<file path="src/rtl/dsp_demod_pkg.sv">
// Shared widths and FSM state type for the FSK discriminator demodulator.
// Accumulator default = discriminator width + 16 guard bits, for up to 65535 outputs per symbol.
package dsp_demod_pkg;

  localparam int DATA_W_DEF = 16;
  localparam int DISC_W_DEF = 2*DATA_W_DEF + 1;
  localparam int ACC_W_DEF  = DISC_W_DEF + 16;

  typedef enum logic {ST_IDLE, ST_RUN} state_t;

endpackage

</file>
<file path="src/rtl/cplx_disc.sv">
// Differential phase discriminator d = im*re_prev - re*im_prev; 3-cycle pipeline, no backpressure.
// flush drops in-flight values and forgets the previous sample, so the next sample only primes it.
module cplx_disc
  import dsp_demod_pkg::*;
#(
  parameter int DATA_W = DATA_W_DEF
) (
  input  logic                       aclk,
  input  logic                       aresetn,
  input  logic                       in_vld,
  input  logic signed [DATA_W-1:0]   in_re,
  input  logic signed [DATA_W-1:0]   in_im,
  input  logic                       flush,
  output logic                       d_vld,
  output logic signed [2*DATA_W:0]   d
);

  logic                        has_prev;
  logic signed [DATA_W-1:0]    last_re, last_im;
  logic signed [DATA_W-1:0]    cur_re, cur_im, prv_re, prv_im;
  logic                        s1_vld, s2_vld;
  logic signed [2*DATA_W-1:0]  p_a, p_b;

  always_ff @(posedge aclk or negedge aresetn) begin
    if (!aresetn) begin
      has_prev <= 1'b0;
      last_re  <= '0;
      last_im  <= '0;
      cur_re   <= '0;
      cur_im   <= '0;
      prv_re   <= '0;
      prv_im   <= '0;
      s1_vld   <= 1'b0;
      s2_vld   <= 1'b0;
      p_a      <= '0;
      p_b      <= '0;
      d_vld    <= 1'b0;
      d        <= '0;
    end else if (flush) begin
      has_prev <= 1'b0;
      s1_vld   <= 1'b0;
      s2_vld   <= 1'b0;
      d_vld    <= 1'b0;
    end else begin
      // gap cycles leave last_* untouched, so the next d spans the gap
      s1_vld <= in_vld && has_prev;
      if (in_vld) begin
        cur_re   <= in_re;
        cur_im   <= in_im;
        prv_re   <= last_re;
        prv_im   <= last_im;
        last_re  <= in_re;
        last_im  <= in_im;
        has_prev <= 1'b1;
      end
      s2_vld <= s1_vld;
      if (s1_vld) begin
        p_a <= cur_im * prv_re;
        p_b <= cur_re * prv_im;
      end
      d_vld <= s2_vld;
      if (s2_vld)
        d <= {p_a[2*DATA_W-1], p_a} - {p_b[2*DATA_W-1], p_b};
    end
  end

endmodule

</file>
<file path="src/rtl/fsk_disc_demod.sv">
// FSK demodulator: integrates the discriminator over a symbol, one bit 4 edges after its last sample.
// Output is a one-deep AXI-S register; a decision arriving while stalled is dropped and flagged.
module fsk_disc_demod
  import dsp_demod_pkg::*;
#(
  parameter int DATA_W      = DATA_W_DEF,
  parameter int ACC_W       = ACC_W_DEF,
  parameter int IDLE_GAP    = 8,
  parameter bit HIGH_IS_ONE = 1'b0
) (
  input  logic                     aclk,
  input  logic                     aresetn,
  input  logic                     s_axis_data_tvalid,
  input  logic [2*DATA_W-1:0]      s_axis_data_tdata,
  input  logic [15:0]              cfg_symbol_len,
  input  logic signed [ACC_W-1:0]  cfg_threshold,
  output logic                     m_axis_bit_tvalid,
  input  logic                     m_axis_bit_tready,
  output logic [7:0]               m_axis_bit_tdata,
  output logic                     bit_overflow,
  output logic                     burst_end
);

  localparam int DISC_W = 2*DATA_W + 1;
  localparam int GAP_W  = $clog2(IDLE_GAP + 1);

  state_t                    state;
  logic [GAP_W-1:0]          gap_cnt;
  logic [15:0]               len_q, sym_cnt;
  logic signed [ACC_W-1:0]   thr_q, acc, acc_done, acc_sum;
  logic                      dec_vld, out_bit;
  logic                      d_vld, gap_end, acc_en, sym_done, dec_bit;
  logic signed [DISC_W-1:0]  d;
  logic signed [DATA_W-1:0]  s_re, s_im;

  assign s_re = s_axis_data_tdata[DATA_W-1:0];
  assign s_im = s_axis_data_tdata[2*DATA_W-1:DATA_W];

  cplx_disc #(.DATA_W(DATA_W)) u_disc (
    .aclk    (aclk),
    .aresetn (aresetn),
    .in_vld  (s_axis_data_tvalid),
    .in_re   (s_re),
    .in_im   (s_im),
    .flush   (gap_end),
    .d_vld   (d_vld),
    .d       (d)
  );

  assign gap_end  = (state == ST_RUN) && !s_axis_data_tvalid && (gap_cnt == GAP_W'(IDLE_GAP - 1));
  assign acc_en   = d_vld && (state == ST_RUN) && !gap_end;
  assign sym_done = (sym_cnt == len_q - 16'd1);
  assign acc_sum  = acc + {{(ACC_W-DISC_W){d[DISC_W-1]}}, d};
  assign dec_bit  = HIGH_IS_ONE ? (acc_done > thr_q) : (acc_done <= thr_q);

  always_ff @(posedge aclk or negedge aresetn) begin
    if (!aresetn) begin
      state     <= ST_IDLE;
      gap_cnt   <= '0;
      len_q     <= '0;
      thr_q     <= '0;
      sym_cnt   <= '0;
      acc       <= '0;
      acc_done  <= '0;
      dec_vld   <= 1'b0;
      burst_end <= 1'b0;
    end else begin
      burst_end <= 1'b0;
      dec_vld   <= 1'b0;
      case (state)
        ST_IDLE: begin
          if (s_axis_data_tvalid) begin
            state   <= ST_RUN;
            len_q   <= cfg_symbol_len;
            thr_q   <= cfg_threshold;
            gap_cnt <= '0;
            acc     <= '0;
            sym_cnt <= '0;
          end
        end
        ST_RUN: begin
          if (s_axis_data_tvalid) begin
            gap_cnt <= '0;
          end else if (gap_end) begin
            state     <= ST_IDLE;
            burst_end <= 1'b1;
            gap_cnt   <= '0;
            acc       <= '0;
            sym_cnt   <= '0;
          end else begin
            gap_cnt <= gap_cnt + 1'b1;
          end
          if (acc_en) begin
            if (sym_done) begin
              acc_done <= acc_sum;
              dec_vld  <= 1'b1;
              acc      <= '0;
              sym_cnt  <= '0;
            end else begin
              acc     <= acc_sum;
              sym_cnt <= sym_cnt + 16'd1;
            end
          end
        end
        default: state <= ST_IDLE;
      endcase
    end
  end

  // a decision meeting a handshake in the same cycle replaces the accepted bit
  always_ff @(posedge aclk or negedge aresetn) begin
    if (!aresetn) begin
      m_axis_bit_tvalid <= 1'b0;
      out_bit           <= 1'b0;
      bit_overflow      <= 1'b0;
    end else if (dec_vld) begin
      if (!m_axis_bit_tvalid || m_axis_bit_tready) begin
        m_axis_bit_tvalid <= 1'b1;
        out_bit           <= dec_bit;
      end else begin
        bit_overflow <= 1'b1;
      end
    end else if (m_axis_bit_tvalid && m_axis_bit_tready) begin
      m_axis_bit_tvalid <= 1'b0;
    end
  end

  assign m_axis_bit_tdata = {7'd0, out_bit};

endmodule

</file>
<file path="config.mk">
export PLATFORM = sky130hd
export DESIGN_NAME = fsk_disc_demod
export DESIGN_NICKNAME = d
export VERILOG_FILES = /design/src/rtl/dsp_demod_pkg.sv /design/src/rtl/cplx_disc.sv /design/src/rtl/fsk_disc_demod.sv
export SDC_FILE = /design/constraint.sdc
export NUM_CORES = 2
export LEC_CHECK = 0
export ABC_CLOCK_PERIOD_IN_PS = 7200
export BUFFER_PORTS_ARGS = -buffer_cell sky130_fd_sc_hd__clkbuf_2
export CORE_ASPECT_RATIO = 0.8
export CORE_MARGIN = 5
export CORE_UTILIZATION = 25
export DETAILED_ROUTE_END_ITERATION = 8
export GPL_TIMING_DRIVEN = 0
export PLACE_DENSITY = 0.45
export SLEW_MARGIN = 20
export SYNTH_ARGS = -nofsm -noshare
export SYNTH_HDL_FRONTEND = slang
export SYNTH_SLANG_ARGS = --single-unit
</file>
<file path="constraint.sdc">
create_clock -name aclk -period 7.2 [get_ports aclk]
set_input_delay 1.08 -clock aclk [delete_from_list [all_inputs] [get_ports aclk]]
set_output_delay 1.08 -clock aclk [all_outputs]
set_load 0.05 [all_outputs]
</file>
## Word-level counts from Yosys, hierarchy flattened

Index checks and enable logic that the tools add are counted.

| operators by class | value |
|---|---|
| eq/ne operators | 6 |
| bitwise logic cells | 3 |
| reductions and logical operators | 21 |
| multiplexer cells | 34 |
| $lt $le $gt $ge | 1 |
| $add $sub $neg | 5 |
| multipliers | 2 |

Operator list:

| operator | number |
|---|---|
| 49-bit 2-to-1 mux | 5 |
| 49-bit case mux with 2 select lines | 1 |
| 16-bit 2-to-1 mux | 5 |
| 16-bit by 16-bit multiplier with 32-bit output | 2 |
| 49-bit adder | 1 |
| 49-bit <= comparator | 1 |
| 32-bit by 32-bit subtractor with 33-bit output | 1 |
| 16-bit case mux with 2 select lines | 1 |
| 1-bit 2-to-1 mux | 17 |
| 16-bit by 1-bit adder with 16-bit output, second input constant | 1 |
| 16-bit equality test | 1 |
| 16-bit by 1-bit subtractor with 16-bit output, second input constant | 1 |
| 2-bit AND reduction | 7 |
| 4-bit 2-to-1 mux | 3 |
| 4-bit case mux with 2 select lines | 1 |
| 1-bit logical AND | 6 |
| 3-bit AND reduction | 2 |
| 4-bit by 1-bit adder with 4-bit output, second input constant | 1 |
| 4-bit by 3-bit equality test with 1-bit output, second input constant | 1 |
| 2-bit nonzero test | 2 |
| 1-bit zero test | 3 |
| 3-bit by 1-bit != test with 1-bit output, second input constant | 1 |
| 3-bit by 2-bit != test with 1-bit output, second input constant | 1 |
| 1-bit inverter | 3 |
| other kinds (4) | 4 |

| storage, ports and cells | value |
|---|---|
| word-level logic and storage cells | 95 |
| bits in registers | 354 |

## Depth between registers and ports, before layout

| depth | value |
|---|---|
| depth in word-level cells | 7 |
| mapped depth | 25 |

## Modules after synthesis

A second synthesis with hierarchy kept.

| second synthesis, totals | value |
|---|---|
| cells, all modules | 4228 |
| area total of the unflattened synthesis | 39072.5 sq um |

Modules (own cells, without submodules):

| module | times used | area each (sq um) | cells an instance |
|---|---|---|---|
| cplx_disc | 1 | 27293.7 | 2908 |
| fsk_disc_demod | 1 | 11778.8 | 1320 |

## Least setup slack after synthesis

OpenSTA, ideal clock, no wires.

| path | value |
|---|---|
| path type | register -> register |
| start point | reg, netlist name u_disc.last_im[15] |
| end point | reg u_disc.p_a[29] |
| data arrival time | 6.236 ns |
| path slack | 0.868 ns |
| clock period less this slack | 6.332 ns |
| path buffers | 2 |
| stages on the path, launching flop included | 23 |
| required time | 7.105 ns |
| cells stage by stage | dfrtp_1 -> clkbuf_1 -> clkbuf_1 -> nand2_1 -> inv_1 -> fa_1 -> fa_1 -> inv_1 -> fa_1 -> fa_1 -> fa_1 -> fa_1 -> inv_1 -> ha_1 -> nand2_1 -> nor2_1 -> nand4_1 -> or4_1 -> a31oi_1 -> o31a_1 -> o21a_1 -> nor3_1 -> o31ai_1 |

RTL lines:

| element | RTL line | RTL |
|---|---|---|
| end signal, assigned | cplx_disc.sv:58 | `p_a <= cur_im * prv_re;` |
| end, declared | cplx_disc.sv:22 | `logic signed [2*DATA_W-1:0] p_a, p_b;` |

## Worst setup path in the final report

| path | value |
|---|---|
| start point | reg u_disc.prv_re[1] |
| end point | reg u_disc.p_a[24] |

| on the way | value |
|---|---|
| cells in the longest elaborated chain, start to end | 1 |

Ends and longest elaborated chain:

| element | RTL line | RTL |
|---|---|---|
| start, declared | cplx_disc.sv:20 | `logic signed [DATA_W-1:0] cur_re, cur_im, prv_re, prv_im;` |
| start signal, assigned | cplx_disc.sv:50 | `prv_re <= last_re;` |
| 16-bit by 16-bit multiplier with 32-bit output | cplx_disc.sv:58 |  |

No other way between the ends.
A chain may end at the register's enable or synchronous reset.

==> flow_summary.yaml <==
outcome:
  status: "finished, final reports clean"
critical_path:
  cp.required_ns: 7.65
  r2r_cells: 23
  rr_startpoint: "u_disc.prv_re[1]$_DFFE_PN0P_"
  path_max_fanout: 10
  cp_data_arrival_time_ns: 7.33
  regToRegEndpoint: "u_disc.p_a[24]$_DFFE_PN0P_"
  path_class: "flop to flop"
  start_kind: "flop"
  crit_path_end_kind: "flop"
  rrSetupSlack_ns: 0.32
clocking:
  root_buffer: "clkbuf_16"
  cts-hold-fix-buffers: 0
  htree_levels: 2
  cts_sinks: 354
  cts_buffer_depth: 3
  cts_inserted_buffers: 38
  clkTransAtPathRegs_ns: 0.06
  clkLatencyLatePin_ns: 0.59
  cts_tree: "done"
floorplan:
  rows: 128
  die_height_um: 361
  die_w_um: 448
  core_um2: 152000
  pin_count: 112
  initial_core_util_pct: 25.2
  die_area_um2: 162000
logic_synthesis:
  synth_area_um2: 38400
  synth_edf_count: 0
  synthDistinctLibCells: 74
  ys_warn_count: 0
  synth_area_per_cell_um2: 9.60
  synth_seq_cells: 354
  ys.flop_type: "dfrtp_1"
  async_flop_share_pct: 100
  syn_inst: 4005
  ys_seq_area_share_pct: 23.1
detailed_routing:
  vias: 27300
  viasPerCell: 4.40
  wl_mm: 115
  drt-wirelength-per-cell_um: 18.5
  post-route-drc-count: 0
  ant_nets: 0
  drt_first_iter_violations: 1628
  dr.pass1.iters: 5
timing:
  hold_viol: 0
  slew_headroom_pct: 33.2
  clock_skew_ns: 0.0189
  final_max_slew_viol_count: 0
  holdWs_ns: 0.416
  tightest_slew_ns: 1.00
  finalWorstSetupSlack_ns: 0.318
  fin_crit_sh_pct: 95.6
  setup-violations-final: 0
  period_needed_ns: 6.88
  fmax_mhz: 145
  rsz0062_at_grt: "no"
global_routing:
  grt-ovfl-total: 0
  grt_pass1_vias: 28700
  antenna_found_initial: 1
  grt_max_degree: 83
  grt_pass1_wl_mm: 178
  grt_usage_pct: 14.2
cells_and_area:
  final_cell_mix: "inv_1 (682), fa_1 (523), nand2_1 (484)"
  areaGrowthSynthToFinish_pct: 12.1
  drive_gt1_share_pct: 10.1
  final_common_cell: "inv_1"
  fin_nets: 5077
place:
  pre_cts_slack_ns: -0.971
  hpwl_mm: 93.7
  routabilityCongestion: 0.877
  port_buffers: 104
flow_run:
  cap_violations: 0
worst_hold_path:
  hold_path_class: "input port to asynchronous set/reset pin"
## layer usage
layer | vias up | wire [um] | global-route usage (%)
met3 | 84 | 6460 | 2.70
met5 | - | 0 | 0
met2 | 573 | 46600 | 20.4
li1 | 13100 | - | -
met1 | 13500 | 60200 | 22.3
met4 | 0 | 1510 | 2.12
## cell type report
cell class	count	area, um2
Multi-Input combinational cell	2816	26400
Fill cell	16300	109000
Clock buffer	57	1110
Tap cell	2015	2520
Timing Repair Buffer	114	684
Antenna cell	1	2.50
Inverter	684	2570
Sequential cell	354	8900
Buffer	146	731
Clock inverter	10	156
## state kept, by name, indices dropped and copies added (netlist names)
name and count:
u_disc.p_a 32, u_disc.last_re 16, u_disc.s1_vld 1, state 1, u_disc.has_prev 1, u_disc.prv_im 16
burst_end 1, u_disc.d 33, thr_q 49, out_bit 1, u_disc.s2_vld 1, sym_cnt 16
dec_vld 1, m_axis_bit_tvalid 1, u_disc.d_vld 1, len_q 16, acc_done 49, gap_cnt 4
bit_overflow 1, u_disc.prv_re 16, u_disc.p_b 32, u_disc.last_im 16, acc 49
## logic make-up (layout without fill, tap and decap cells)
logic type	count (synthesis)	in the layout	synth area share (%)
compound gates	631	631	10.5
xor+xnor	162	162	3.69
fa+ha+maj	822	822	37.0
buf+inv	841	1011	8.44
flops	354	354	23.1
mux	130	130	4.02
other cells	1	8	0.00976
simple gates	1064	1064	13.3
## worst max-delay path by stage
stage,startpoint,to,slack [ns],depth (start not counted)
final,u_disc.prv_re[1]$_DFFE_PN0P_,u_disc.p_a[24]$_DFFE_PN0P_,0.32,23
after CTS,u_disc.last_re[14]$_DFFE_PN0P_,u_disc.p_b[29]$_DFFE_PN0P_,0.004,21
after detailed placement,u_disc.last_im[15]$_DFFE_PN0P_,u_disc.p_a[30]$_DFFE_PN0P_,-0.97,22
after global routing,u_disc.last_im[13]$_DFFE_PN0P_,u_disc.p_a[31]$_DFFE_PN0P_,0.002,21
after global placement,aresetn,u_disc.last_re[10]$_DFFE_PN0P_,-3.59,1
after floorplan,u_disc.last_im[15]$_DFFE_PN0P_,u_disc.p_a[29]$_DFFE_PN0P_,0.87,22
## through the flow
stage / util [%] / instance area, um2 / setup TNS (ns) / cells
global placement: 27.2 / 41500 / -1224.48 / 6130
detailed placement: 27.3 / 41600 / -5.19 / 6134
CTS: 28.2 / 43000 / 0 / 6194
finish: 28.3 / 43100 / 0 / 6197
global route: 28.3 / 43100 / 0 / 6196
floorplan: - / 38500 / 0 / 4011
## what timing repair did
action	4_1_cts	5_1_grt
buffers inserted	0	6
pin swaps	0	1
resized for setup	51	93
endpoints found under the setup margin	20	19
## Yosys cell counts, drive strengths merged (9+ instances only)
| library cell | number | share of area (%) |
|---|---|---|
| fa | 526 | 27 |
| nand4 | 27 | 0.44 |
| a211oi | 9 | 0.18 |
| nand3 | 42 | 0.55 |
| and2 | 244 | 4.0 |
| xor2 | 56 | 1.3 |
| nor2b | 20 | 0.33 |
| ha | 296 | 9.6 |
| xnor2 | 106 | 2.4 |
| a31oi | 20 | 0.33 |
| nor2 | 123 | 1.2 |
| inv | 683 | 6.7 |
| buf | 20 | 0.41 |
| a21o | 102 | 2.0 |
| nand2b | 29 | 0.47 |
| o31ai | 19 | 0.37 |
| o21bai | 17 | 0.33 |
| mux2 | 122 | 3.8 |
| a22o | 45 | 1.0 |
| and3 | 16 | 0.26 |
| or3 | 13 | 0.24 |
| a21oi | 120 | 1.6 |
| dfrtp | 354 | 23 |
| clkbuf | 137 | 1.3 |
| o21a | 25 | 0.49 |
| nand2 | 484 | 4.7 |
| o21ai | 207 | 2.7 |
| nor3 | 36 | 0.47 |
## critical path, stage by stage, from the launching register on
cell      delay (ns)
dfrtp_2         0.50
clkbuf_4        0.25
and2_1          0.19
fa_1            0.54
inv_1           0.05
fa_1            0.54
inv_1           0.05
fa_1            0.50
inv_1           0.05
fa_1            0.50
fa_1            0.53
fa_1            0.56
inv_1           0.04
ha_1            0.34
a21oi_1         0.18
o21ai_0         0.12
a21o_1          0.19
a21oi_1         0.24
a21boi_0        0.20
nor3_1          0.28
o21ai_0         0.17
a31oi_1         0.22
xor2_1          0.37
o21ai_0         0.12
Power is left out: the tool's default activity adds up to more than one toggle a clock period on the data nets, which glitch-free logic cannot reach.
